[src/rtl/spike_seq_pkg.sv]
// Shared types and widths for the spike event sequencer.
package spike_seq_pkg;
    localparam int SEQ_N          = 256;
    localparam int SEQ_TICK_W     = 8;
    localparam int SEQ_ADDR_W     = $clog2(SEQ_N);
    localparam int SEQ_FIFO_DEPTH = 16;

    typedef struct packed {
        logic [SEQ_TICK_W-1:0] tick;
        logic [SEQ_ADDR_W-1:0] addr;
    } spike_evt_t;

    typedef enum logic [2:0] {
        IDLE,
        CHECK,
        REQ,
        ACK_LO,
        DONE
    } seq_state_e;
endpackage

[src/rtl/spike_event_fifo.sv]
// Synchronous FIFO of tick-stamped spike events with occupancy count.
module spike_event_fifo
    import spike_seq_pkg::*;
#(
    parameter int DEPTH = SEQ_FIFO_DEPTH,
    parameter int CW    = $clog2(DEPTH) + 1
) (
    input  logic          CLK,
    input  logic          RST,
    input  logic          push,
    input  spike_evt_t    din,
    input  logic          pop,
    output spike_evt_t    head,
    output logic          empty,
    output logic [CW-1:0] count,
    output logic [CW-1:0] cnt_nxt
);
    localparam int PW = $clog2(DEPTH);

    spike_evt_t    mem [DEPTH];
    logic [PW-1:0] wp;
    logic [PW-1:0] rp;
    logic          wr;
    logic          rd;

    assign empty = (count == '0);
    assign wr    = push && (count != CW'(DEPTH));
    assign rd    = pop && !empty;
    assign head  = mem[rp];

    always_comb begin
        cnt_nxt = count;
        if (wr && !rd)
            cnt_nxt = count + 1'b1;
        else if (rd && !wr)
            cnt_nxt = count - 1'b1;
    end

    always_ff @(posedge CLK or posedge RST) begin
        if (RST) begin
            wp    <= '0;
            rp    <= '0;
            count <= '0;
        end else begin
            if (wr) wp <= wp + 1'b1;
            if (rd) rp <= rp + 1'b1;
            count <= cnt_nxt;
        end
    end

    // Storage needs no reset; pointers and count define validity.
    always_ff @(posedge CLK) begin
        if (wr) mem[wp] <= din;
    end
endmodule

[src/rtl/spike_event_sequencer.sv]
// Replays host spike events stamped with the current tick into ODIN
// over the 4-phase AER handshake, then signals tick completion.
module spike_event_sequencer
    import spike_seq_pkg::*;
#(
    parameter int N          = SEQ_N,
    parameter int FIFO_DEPTH = SEQ_FIFO_DEPTH,
    parameter int TICK_W     = SEQ_TICK_W
) (
    input  logic                          CLK,
    input  logic                          RST,
    input  logic                          push_valid_i,
    output logic                          push_ready_o,
    input  logic [TICK_W-1:0]             push_tick_i,
    input  logic [$clog2(N)-1:0]          push_addr_i,
    input  logic                          inference_start_i,
    input  logic                          inference_done_i,
    input  logic [TICK_W-1:0]             tick_i,
    input  logic                          next_tick_i,
    output logic [$clog2(N)-1:0]          AERIN_ADDR_o,
    output logic                          AERIN_REQ_o,
    input  logic                          AERIN_ACK_i,
    output logic                          spikecore_done_o,
    output logic                          late_drop_o,
    output logic [$clog2(FIFO_DEPTH):0]   fifo_count_o
);
    localparam int AW = $clog2(N);
    localparam int CW = $clog2(FIFO_DEPTH) + 1;

    seq_state_e    state;
    seq_state_e    state_n;
    spike_evt_t    push_evt;
    spike_evt_t    head;
    logic          empty;
    logic          push;
    logic          pop;
    logic          load;
    logic          drop;
    logic          abort_q;
    logic          abort_n;
    logic          rdy_q;
    logic          req_q;
    logic          done_q;
    logic          drop_q;
    logic [AW-1:0] addr_q;
    logic [CW-1:0] cnt_nxt;

    assign push_evt = '{tick: push_tick_i, addr: push_addr_i};
    assign push     = push_valid_i && rdy_q;

    spike_event_fifo #(
        .DEPTH (FIFO_DEPTH),
        .CW    (CW)
    ) u_fifo (
        .CLK     (CLK),
        .RST     (RST),
        .push    (push),
        .din     (push_evt),
        .pop     (pop),
        .head    (head),
        .empty   (empty),
        .count   (fifo_count_o),
        .cnt_nxt (cnt_nxt)
    );

    always_comb begin
        state_n = state;
        abort_n = abort_q;
        pop     = 1'b0;
        load    = 1'b0;
        drop    = 1'b0;
        unique case (state)
            IDLE: begin
                if (inference_start_i && !inference_done_i)
                    state_n = CHECK;
            end
            CHECK: begin
                if (inference_done_i) begin
                    state_n = IDLE;
                end else if (empty || head.tick > tick_i) begin
                    state_n = DONE;
                end else if (head.tick < tick_i) begin
                    pop  = 1'b1;
                    drop = 1'b1;
                end else begin
                    load    = 1'b1;
                    state_n = REQ;
                end
            end
            REQ: begin
                if (inference_done_i) abort_n = 1'b1;
                if (AERIN_ACK_i) begin
                    pop     = 1'b1;
                    state_n = ACK_LO;
                end
            end
            ACK_LO: begin
                if (inference_done_i) abort_n = 1'b1;
                // A pending abort only takes effect once ODIN drops ack.
                if (!AERIN_ACK_i) begin
                    state_n = abort_n ? IDLE : CHECK;
                    abort_n = 1'b0;
                end
            end
            DONE: begin
                if (inference_done_i)
                    state_n = IDLE;
                else if (next_tick_i)
                    state_n = CHECK;
            end
            default: state_n = IDLE;
        endcase
    end

    always_ff @(posedge CLK or posedge RST) begin
        if (RST) begin
            state   <= IDLE;
            abort_q <= 1'b0;
            rdy_q   <= 1'b0;
            req_q   <= 1'b0;
            done_q  <= 1'b0;
            drop_q  <= 1'b0;
            addr_q  <= '0;
        end else begin
            state   <= state_n;
            abort_q <= abort_n;
            rdy_q   <= (cnt_nxt != CW'(FIFO_DEPTH));
            req_q   <= (state_n == REQ);
            done_q  <= (state == DONE) && (state_n == DONE);
            drop_q  <= drop;
            if (load) addr_q <= head.addr;
        end
    end

    assign push_ready_o     = rdy_q;
    assign AERIN_REQ_o      = req_q;
    assign AERIN_ADDR_o     = addr_q;
    assign spikecore_done_o = done_q;
    assign late_drop_o      = drop_q;
endmodule

[config.mk]
export PLATFORM = sky130hd
export DESIGN_NAME = spike_event_sequencer
export DESIGN_NICKNAME = d
export VERILOG_FILES = /design/src/rtl/spike_seq_pkg.sv /design/src/rtl/spike_event_fifo.sv /design/src/rtl/spike_event_sequencer.sv
export SDC_FILE = /design/constraint.sdc
export NUM_CORES = 1
export LEC_CHECK = 0
export ABC_CLOCK_PERIOD_IN_PS = 4400
export CAP_MARGIN = 20
export CORE_MARGIN = 5
export CORE_UTILIZATION = 47
export DETAILED_ROUTE_END_ITERATION = 12
export PLACE_DENSITY = 0.68
export SLEW_MARGIN = 20
export SYNTH_ARGS = -nofsm -noshare
export SYNTH_HDL_FRONTEND = slang
export SYNTH_SLANG_ARGS = --single-unit
[constraint.sdc]
create_clock -name CLK -period 4.4 [get_ports CLK]
set_clock_uncertainty 0.1 [all_clocks]
set_input_delay 0.88 -clock CLK [delete_from_list [all_inputs] [get_ports CLK]]
set_output_delay 0.88 -clock CLK [all_outputs]
set_load 0.01 [all_outputs]
==> impl_results.md <==
* Count of final setup violators at 0
* Final hold violation count at 0
* # diodes at 0
* Chip Width at 166.2 um
* Avg Synthesized Cell Area at 18.55 um^2
* Row cnt at 57
* CP arrival at 4250 ps
* Deepest clock path buffer count at 3
* Post-CTS Setup Repair Bufs at 0
* Initial antenna violation count at 0
* Starting Density at 47.40%
* Clk pin slew, worst setup/hold paths at 60 ps
* Warnings, synthesis at 0
* Crit end category: flip-flop
* Input/output buffers at 47
* Synth unique cells at 50
* Num CTS Buffers at 28
* Clock Sinks at 285
* Routed WL at 24,850 um
* Fmax at 253.7 MHz
* Via density per instance at 5.783
* Inst Count DP at 989
* Pre-CTS setup slack at 507.4 ps
* Most frequent cells in the layout: edfxtp_1 (256), mux2i_1 (51), clkdlybuf4s50_1 (47)
* CTS resizes at 0
* Fin util at 55.12%
* Final worst setup slack at 458.3 ps
* Largest cells by area after synthesis: edfxtp_1 (67%), mux4_2 (7.9%), dfrtp_1 (6.3%), mux2i_1 (4.5%), a221oi_1 (1.9%)
* Crit path kind: reg -> reg
* Synth area leader: edfxtp_1
* Residual DRC at 0
* Fin nets at 741
* First-pass GRT wire length at 37,650 um
* Ys flop type: edfxtp_1
* Worst vdd ir at 0.2392 mV
* Hold Path Class: reg -> reg
* H-tree levels at 1
* CTS tree: done
* Seq/Total Area, Yosys at 73.41%
* RSZ-0062 raised after global routing: false
* Post-DRT Antenna Nets at 0
* Leak Pwr at 4.612 nW
* Global route overflow at 0
* Max-slew headroom at 46.13%
* GP Congestion at 0.7625
* WP data required at 4710 ps
* TritonRoute pass-1 iters at 5
* Layout cells sized above 1 at 17.15%
* Final Max Tran Viols at 0
* Area fraction of the dominant cell type after synthesis at 67.07%
* Pin count of the biggest net entering global routing at 30
* Initial DRC Count at 628
* PD cells at 616.9 nW/um^2
* Status: finished, final reports clean
* Hold buffer count at CTS at 0
* Area of the core at 24,180 um^2
* I/O pins at 48
* HPWL after DPL at 14,980 um
* Vias in the first global route at 6,127
* Post-Layout Cell Count at 1,041
* Routed via count at 6,020
* Final min period at 3942 ps
* Area grow syn2layout at 16.28%
* Cell area after synthesis at 11,460 um^2
* # Max-Cap Violations at 0
* Most common cell after layout, fill and taps aside: edfxtp_1
* Syn Nets at 664
* Total track usage at 17.85%
* Worst-margin pin slew at 805.1 ps
* Die footprint at 27,610 um^2
* Die Span Y at 166.2 um
* Avg WL per Cell at 23.87 um
* CP Launch Type: flip-flop
* Period utilization at 89.58%
* Root Driver: clkbuf_16
* Post-synth EDFFs at 256
* Clock Latency Late Sink at 550 ps
* TNS Setup at 0 ps
* Synthesized instance count at 618
* Critical path fanouts, max at 26
* Yosys reg bits at 285
* Async set-reset flop share out of synthesis at 10.18%
[kinds of logic after synthesis]
family                     synth area share, %
AOI/OAI and AO/OA                        6.223
xor gates and xnor gates                0.7642
adders and majority gates                1.638
buffers and inverters                    1.692
DFF                                      73.41
muxes                                    12.51
and+or+nand+nor                          3.766
[layer usage]
metal / track usage (%) / wire length [um] / vias up / share of wire (%)
met5: 0 / 0 / - / 0
met4: 4.053 / 336 / 0 / 1.4
met3: 2.309 / 1729 / 29 / 7.0
met2: 30.61 / 12510 / 245 / 50
met1: 24.73 / 10270 / 3073 / 41
li1: - / - / 2673 / -
[worst max-delay path, cell delays in order (launching register included)]
cell	delay [ps]
dfrtp_4	720
buf_12	280
mux4_2	520
a22oi_1	200
nand2_1	80
ha_1	310
a21oi_1	280
a21o_1	220
a41oi_2	190
o22ai_1	340
o211ai_1	120
a2111o_1	410
[metrics by stage]
| step | cell area, um^2 | total power, mW | hold WS [ps] |
|---|---|---|---|
| after floorplan | 11460 | 5.243 | 392.2 |
| after global placement | 12450 | 5.975 | 364.6 |
| after detailed placement | 12450 | 6.030 | 373.3 |
| after CTS | 13330 | 8.284 | 386.7 |
| after global routing | 13330 | 8.623 | 430.1 |
| final | 13330 | 8.222 | 378.6 |
[state kept, by name, indices dropped and copies added, names as in the netlist]
name,cells
AERIN_ADDR_o,8
AERIN_REQ_o,1
abort_q,1
late_drop_o,1
push_ready_o,1
spikecore_done_o,1
state,3
u_fifo.count,5
u_fifo.mem,256
u_fifo.rp,4
u_fifo.wp,4
[path summary, 6_finish.rpt]
path | start | to | slack [ps] | depth (start not counted)
min in group asynchronous | RST | AERIN_ADDR_o[0]$_DFFE_PP0P_ | 610 | 3
worst max register to register | u_fifo.rp[0]$_DFFE_PP0P_ | push_ready_o$_DFF_PP0_ | 460 | 11
worst max-delay path | u_fifo.rp[0]$_DFFE_PP0P_ | push_ready_o$_DFF_PP0_ | 460 | 11
worst min register to register | AERIN_ADDR_o[1]$_DFFE_PP0P_ | AERIN_ADDR_o[1]$_DFFE_PP0P_ | 380 | 2
max in group asynchronous | RST | u_fifo.rp[0]$_DFFE_PP0P_ | 3230 | 3
worst min-delay path | AERIN_ADDR_o[1]$_DFFE_PP0P_ | AERIN_ADDR_o[1]$_DFFE_PP0P_ | 380 | 2
[cell usage after synthesis, drive strengths merged, types with 7 or more instances]
| cell | count |
|---|---|
| edfxtp | 256 |
| mux2i | 51 |
| mux4 | 40 |
| dfrtp | 29 |
| a221oi | 26 |
| nand2 | 25 |
| o21ai | 23 |
| clkbuf | 19 |
| inv | 17 |
| ha | 15 |
| a21o | 12 |
| buf | 11 |
| and2 | 10 |
| a222oi | 8 |
| nor2 | 8 |
| xnor2 | 8 |
| a21oi | 7 |
| a22oi | 7 |
[power breakdown]
part | switching [mW] | total [mW] | internal [mW]
Sequential | 0.208 | 3.49 | 3.29
Clock | 0.941 | 2.25 | 1.31
Combinational | 1.35 | 2.48 | 1.13
[layout make-up]
| type | count | area, um^2 |
|---|---|---|
| clock buffers | 46 | 808.3 |
| clock inverters | 6 | 66.31 |
| well taps | 324 | 405.4 |
| repair buffers | 77 | 708.2 |
| flip-flops and latches | 285 | 8418 |
| fillers | 1801 | 10850 |
| multi-input cells | 286 | 2856 |
| inverters | 17 | 63.81 |
Power figures use the tool's default switching activity.
==> patch 1 (config.mk and constraints unchanged) <==
Make the reset (`RST`) synchronous in 2 clocked blocks.
--- a/src/rtl/spike_event_fifo.sv
+++ b/src/rtl/spike_event_fifo.sv
@@ -36,7 +36,7 @@
             cnt_nxt = count - 1'b1;
     end
 
-    always_ff @(posedge CLK or posedge RST) begin
+    always_ff @(posedge CLK) begin
         if (RST) begin
             wp    <= '0;
             rp    <= '0;
--- a/src/rtl/spike_event_sequencer.sv
+++ b/src/rtl/spike_event_sequencer.sv
@@ -112,7 +112,7 @@
         endcase
     end
 
-    always_ff @(posedge CLK or posedge RST) begin
+    always_ff @(posedge CLK) begin
         if (RST) begin
             state   <= IDLE;
             abort_q <= 1'b0;
Formal check against the unedited RTL: differs if RST is asserted again (counterexample within 4 cycles, from zero or initial values and one cycle with RST high); with RST held inactive, the same outputs for 4 cycles.
==> patch 1 against the original RTL <==
  * Area after synthesis shrank 1.3%
  * Via count shrank 7.5%
  * Synthesized cell count decreased by 10%
  * Critical endpoint is now push_ready_o
  * Cell area is 0.22% lower
  * Sequential cell count is 4 higher
  * Final cell count is 6.1% lower
  * Setup slack got worse by 0.041 ns
  * Highest routed layer unchanged
  * Wire length decreased by 5.6%
Power is not compared: it rests on default switching activity, and its combinational part moved more than twofold at a synthesized area within 25%.
==> patch 1: results (changes against the original RTL) <==
Status: finished clean
Library cells used by synthesis: 38 (-24%)
IO buf count: 47 (unchanged)
Crit path to: push_ready_o
Post-CTS setup buffers: 0 (unchanged)
First-pass GRT wire length: 35.5 mm (-5.8%)
Top reg by flops: u_fifo.mem
Crit Path Max Fanout: 22 (-15%)
Crit path DAT: 4.33 ns (+0.08 ns)
H-tree depth: 1 (unchanged)
Antenna violations before repair: 0 (unchanged)
Worst skew pair latency: 0.55 ns (about the same)
Initial DRC Count: 489 (-22%)
Max reg flops: 256 (unchanged)
Max-cap violations: 0 (unchanged)
Layout cells sized above 1: 24.1% (+7.0 points)
DRT Pass-1 Iters: 5 (unchanged)
Overall routing resource usage: 17.7% (-0.20 points)
Longest Clk Path Bufs: 3 (unchanged)
Placed Instances: 924 (-6.6%)
Dpl hpwl: 14.2 mm (-5.4%)
TritonCTS buffer count: 29 (+3.6%)
Post-Syn Area: 11300 um^2 (-1.3%)
Worst Hold Depth: 2 (unchanged)
Static leakage: 4.29 nW
Worst-margin pin slew: 0.788 ns (-0.0170 ns)
Cells after synthesis: 556 (-10%)
Top cells by count, synth: 256 x edfxtp_1, 80 x mux4_2, 33 x dfxtp_1
CP Launch Type: flop
Ys async rst share: 0% (-10 points)
DR WL/cell: 24.0 um (+0.43%)
DR vias/cell: 5.69 (-1.5%)
Number of global-route vias before repair: 5803 (-5.3%)
Cells on worst reg2reg path: 11 (unchanged)
Worst R2R Setup Slack: 0.42 ns (-0.04 ns)
Vias: 5569 (-7.5%)
Layout fillers: 1729 (-4.0%)
Final GP Congestion: 0.798 (+4.7%)
Antenna cells: 0 (unchanged)
Seq/Total Area, Yosys: 73.8% (+0.42 points)
Worst-path clk slew: 0.06 ns (about the same)
Pin count of the biggest net entering global routing: 33 (+10%)
HP Start: AERIN_ADDR_o[7]
Area contributors post-synth: edfxtp_1 68%, mux4_2 16%, dfxtp_1 5.8%
Worst hold path type: reg -> reg
EDFF count, synth: 256 (unchanged)
Min setup slack post-route: 0.417 ns (-0.0414 ns)
Syn_nets: 602 (-9.3%)
CTS resizes: 0 (unchanged)
Nets: 682 (-8.0%)
==> patch 1: cell count changes after synthesis, sizes merged, moves of 8 or more <==
cell	unedited run	this run
a222oi	8	0
dfxtp	0	33
a221oi	26	0
o21ai	23	6
a21o	12	1
mux4	40	80
nand2	25	12
dfrtp	29	0
nor2	8	29
mux2i	51	11
==> patch 1: layer usage <==
metal	track usage, %	vias up	part of all wire (%)
li1	-	2430	-
met3	2.76	34	6.6
met2	30.8	201	52
met4	4.12	0	1.7
met5	0	-	0
met1	23.6	2904	40
==> patch 1: cells by family (layout without fill, tap and decap cells) <==
logic type	count (synthesis)	in the layout	synth area share (%)
muxes	91	91	16.9
and+or+nand+nor	86	86	3.93
AOI/OAI and AO/OA	26	26	1.55
buffers and inverters	39	142	1.36
xor gates and xnor gates	10	10	0.774
DFF	289	289	73.8
adders and majority gates	15	15	1.66
==> patch 1: where the power goes <==
group          internal (W)  switching [W]
Clock               0.00153       0.000996
Combinational     0.0000816       0.000105
Sequential          0.00300      0.0000143
==> patch 1: cell type report <==
class	count	share of cell area, %
clock buffer	38	6.09
clock inverter	16	1.47
inverter	15	0.423
multi-input combinational	228	21.1
sequential	289	62.8
tap	319	3.00
timing repair buffer	73	5.10
==> patch 1: worst min-delay path by stage <==
stage                             endpoint  slack [ns]
after global routing       AERIN_ADDR_o[3]        0.44
after global placement     AERIN_ADDR_o[2]        0.38
after floorplan           spikecore_done_o        0.37
after CTS                  AERIN_ADDR_o[7]        0.41
final                      AERIN_ADDR_o[7]        0.40
after detailed placement   AERIN_ADDR_o[0]        0.39
==> patch 1: critical path, stage by stage (launching register included) <==
cell and delay, ns:
dfxtp_4 0.63, buf_12 0.22, mux4_2 0.52, mux4_2 0.48, ha_1 0.33, a21oi_1 0.15, a21oi_1 0.11, o31a_1 0.37
nor2_4 0.27, xnor2_1 0.16, a211o_1 0.34, a41oi_2 0.19
==> patch 1: stage by stage <==
stage / power (W) / instance area [um^2] / hold slack [ns] / utilization, %
after global routing: 0.00592 / 13300 / 0.442 / 56.3
after floorplan: 0.00316 / 11300 / 0.372 / -
after global placement: 0.00325 / 12300 / 0.378 / 52.1
after detailed placement: 0.00326 / 12300 / 0.388 / 52.1
after CTS: 0.00577 / 13300 / 0.407 / 56.3
final: 0.00573 / 13300 / 0.396 / 56.3
==> patch 2 (same settings) <==
Made on the original files. `SEQ_N`: 256 -> 128.
--- a/src/rtl/spike_seq_pkg.sv
+++ b/src/rtl/spike_seq_pkg.sv
@@ -1,6 +1,6 @@
 // Shared types and widths for the spike event sequencer.
 package spike_seq_pkg;
-    localparam int SEQ_N          = 256;
+    localparam int SEQ_N          = 128;
     localparam int SEQ_TICK_W     = 8;
     localparam int SEQ_ADDR_W     = $clog2(SEQ_N);
     localparam int SEQ_FIFO_DEPTH = 16;
Interface: changed (resized AERIN_ADDR_o and push_addr_i); port bits go from 48 to 46. No check against the original RTL was run, so the function may have changed too.
==> patch 2 against the original RTL <==
  * Sequential cell count fell by 17
  * Critical path depth rose by 1
  * Cell area fell by 4.8%
  * Setup slack got worse by 0.030 ns
  * Area after synthesis fell by 5.6%
  * Total power fell by 1.5%
  * Wire length fell by 6.4%
  * Sequential power fell by 5.7%
  * Critical path type unchanged
  * Highest routed layer unchanged
==> patch 2: results (changes against the original RTL) <==
Status: finished clean
Layout cells sized above 1: 18.4% (+1.2 points)
Nets: 699 (-5.7%)
# DRC: 0 (unchanged)
Final GP Congestion: 0.783 (+2.7%)
R2r endpoint: push_ready_o
M1 WL: 9.50 mm (-7.5%)
Psw: 0.00244 W (-2.6%)
Slew headroom: 55.6% (+9.4 points)
Top reg by flops: u_fifo.mem
DRT Pass-1 Iters: 5 (unchanged)
Worst hold endpoint: AERIN_ADDR_o[2]
Worst hold path type: reg -> reg
Syn_nets: 624 (-6.0%)
Met3 WL: 1.57 mm (-9.2%)
R2R Path Start: u_fifo.rp[0]
Crit Path Max Fanout: 20 (-23%)
Initial DRC Count: 480 (-24%)
Post-CTS setup buffers: 0 (unchanged)
IO buf count: 45 (-4.3%)
Static leakage: 4.40 nW (-4.5%)
TritonCTS buffer count: 27 (-3.6%)
Worst R2R Setup Slack: 0.43 ns (-0.03 ns)
Top cells by count, synth: 240 x edfxtp_1, 45 x mux2i_1, 41 x mux4_2
Top Metal Used: met4
H-tree depth: 1 (unchanged)
Main synth FF type: edfxtp_1
Library cells used by synthesis: 49 (-2.0%)
CTS Root Cell: clkbuf_16
Worst skew pair latency: 0.53 ns (-0.02 ns)
CTS resizes: 0 (unchanged)
Antenna cells: 0 (unchanged)
DR vias/cell: 5.89 (+1.9%)
Area contributors post-synth: edfxtp_1 67%, mux4_2 8.5%, dfrtp_1 6.5%
Seq/Total Area, Yosys: 73.1% (-0.28 points)
Dpl hpwl: 14.1 mm (-5.6%)
Number of global-route vias before repair: 5760 (-6.0%)
EDFF count, synth: 240 (-6.3%)
Max reg flops: 240 (-6.3%)
Layout fillers: 1640 (-8.9%)
Synth Warn #: 0 (unchanged)
Ys async rst share: 10.4% (+0.27 points)
Pin count of the biggest net entering global routing: 29 (-3.3%)
Routed wl met2: 11.7 mm (-6.1%)
Overall routing resource usage: 18.0% (+0.097 points)
First-pass GRT wire length: 35.4 mm (-6.0%)
HP Start: AERIN_ADDR_o[2]
Cells on worst reg2reg path: 12 (+1)
Worst Hold Depth: 2 (unchanged)
Final WL: 23.3 mm (-6.4%)
Max VDD drop: 0.278 mV (+16%)
-- patch 2: cell types whose count changed in the layout (fill, tap and decap cells not counted), sizes merged, moves of 2 or more --
cell           unedited run  this run
edfxtp                  256       240
buf                      30        27
a222oi                    8         5
a221oi                   26        23
a21o                     12         9
clkbuf                   46        33
o21ai                    23        20
mux2                      2         4
clkinvlp                  0         3
mux2i                    51        45
bufinv                    1         6
clkdlybuf4s50            47        45
nand2                    25        22
-- patch 2: logic make-up after synthesis --
kind of cell | after synthesis | synth area share [%]
flops | 268 | 73.1
mux | 90 | 13.1
compound gates | 80 | 5.73
xor+xnor | 10 | 0.810
simple gates | 73 | 3.89
fa+ha+maj | 15 | 1.74
buf+inv | 43 | 1.60
-- patch 2: routing by layer --
metal	GRT usage, %	vias to the layer above
met4	4.84	0
met1	24.6	2900
met5	0	-
met3	2.79	33
li1	-	2503
met2	30.4	215
-- patch 2: worst max-delay path by stage --
stage / startpoint / to / slack, ns / cells after the start
2_1_floorplan: u_fifo.rp[0] / push_ready_o / 0.24 / 14
3_3_place_gp: u_fifo.rp[0] / push_ready_o / 0.50 / 12
3_5_place_dp: u_fifo.rp[0] / push_ready_o / 0.44 / 12
4_1_cts: u_fifo.rp[0] / push_ready_o / 0.42 / 12
5_1_grt: u_fifo.rp[0] / push_ready_o / 0.21 / 12
6_report: u_fifo.rp[0] / push_ready_o / 0.43 / 12
-- patch 2: power groups by stage --
stage / clock network [W] / registers (W) / logic (W)
floorplan: 0 / 0.00324 / 0.00170
global placement: 0 / 0.00331 / 0.00236
detailed placement: 0 / 0.00334 / 0.00242
CTS: 0.00245 / 0.00329 / 0.00243
global route: 0.00257 / 0.00332 / 0.00261
finish: 0.00240 / 0.00329 / 0.00241
-- patch 2: layout make-up --
type                    instances  share of cell area (%)
well taps                     285                    2.81
clock inverters                16                    1.88
multi-input cells             268                    21.6
inverters                      17                   0.503
clock buffers                  33                    5.51
repair buffers                 72                    5.35
flip-flops and latches        268                    62.4
-- patch 2: per-stage QoR --
step                setup WS [ns]  instance area, um^2  total power, W  hold slack [ns]  instances
finish                      0.428                12700         0.00810            0.381        959
CTS                         0.422                12700         0.00817            0.389        959
detailed placement          0.445                11700         0.00576            0.376        910
global placement            0.502                11700         0.00567            0.364        910
floorplan                   0.235                10800         0.00494            0.392        579
global route                0.213                12700         0.00849            0.407        959
-- patch 2: critical path, cell delays in order, from the launching register on --
cell	delay, ns
dfrtp_4	0.68
buf_12	0.24
mux4_2	0.51
a22oi_1	0.20
nand2_1	0.08
ha_1	0.29
nor2b_1	0.14
o211ai_1	0.33
a21oi_2	0.17
o21ai_4	0.27
xnor2_1	0.13
or3_1	0.32
a2111o_1	0.37
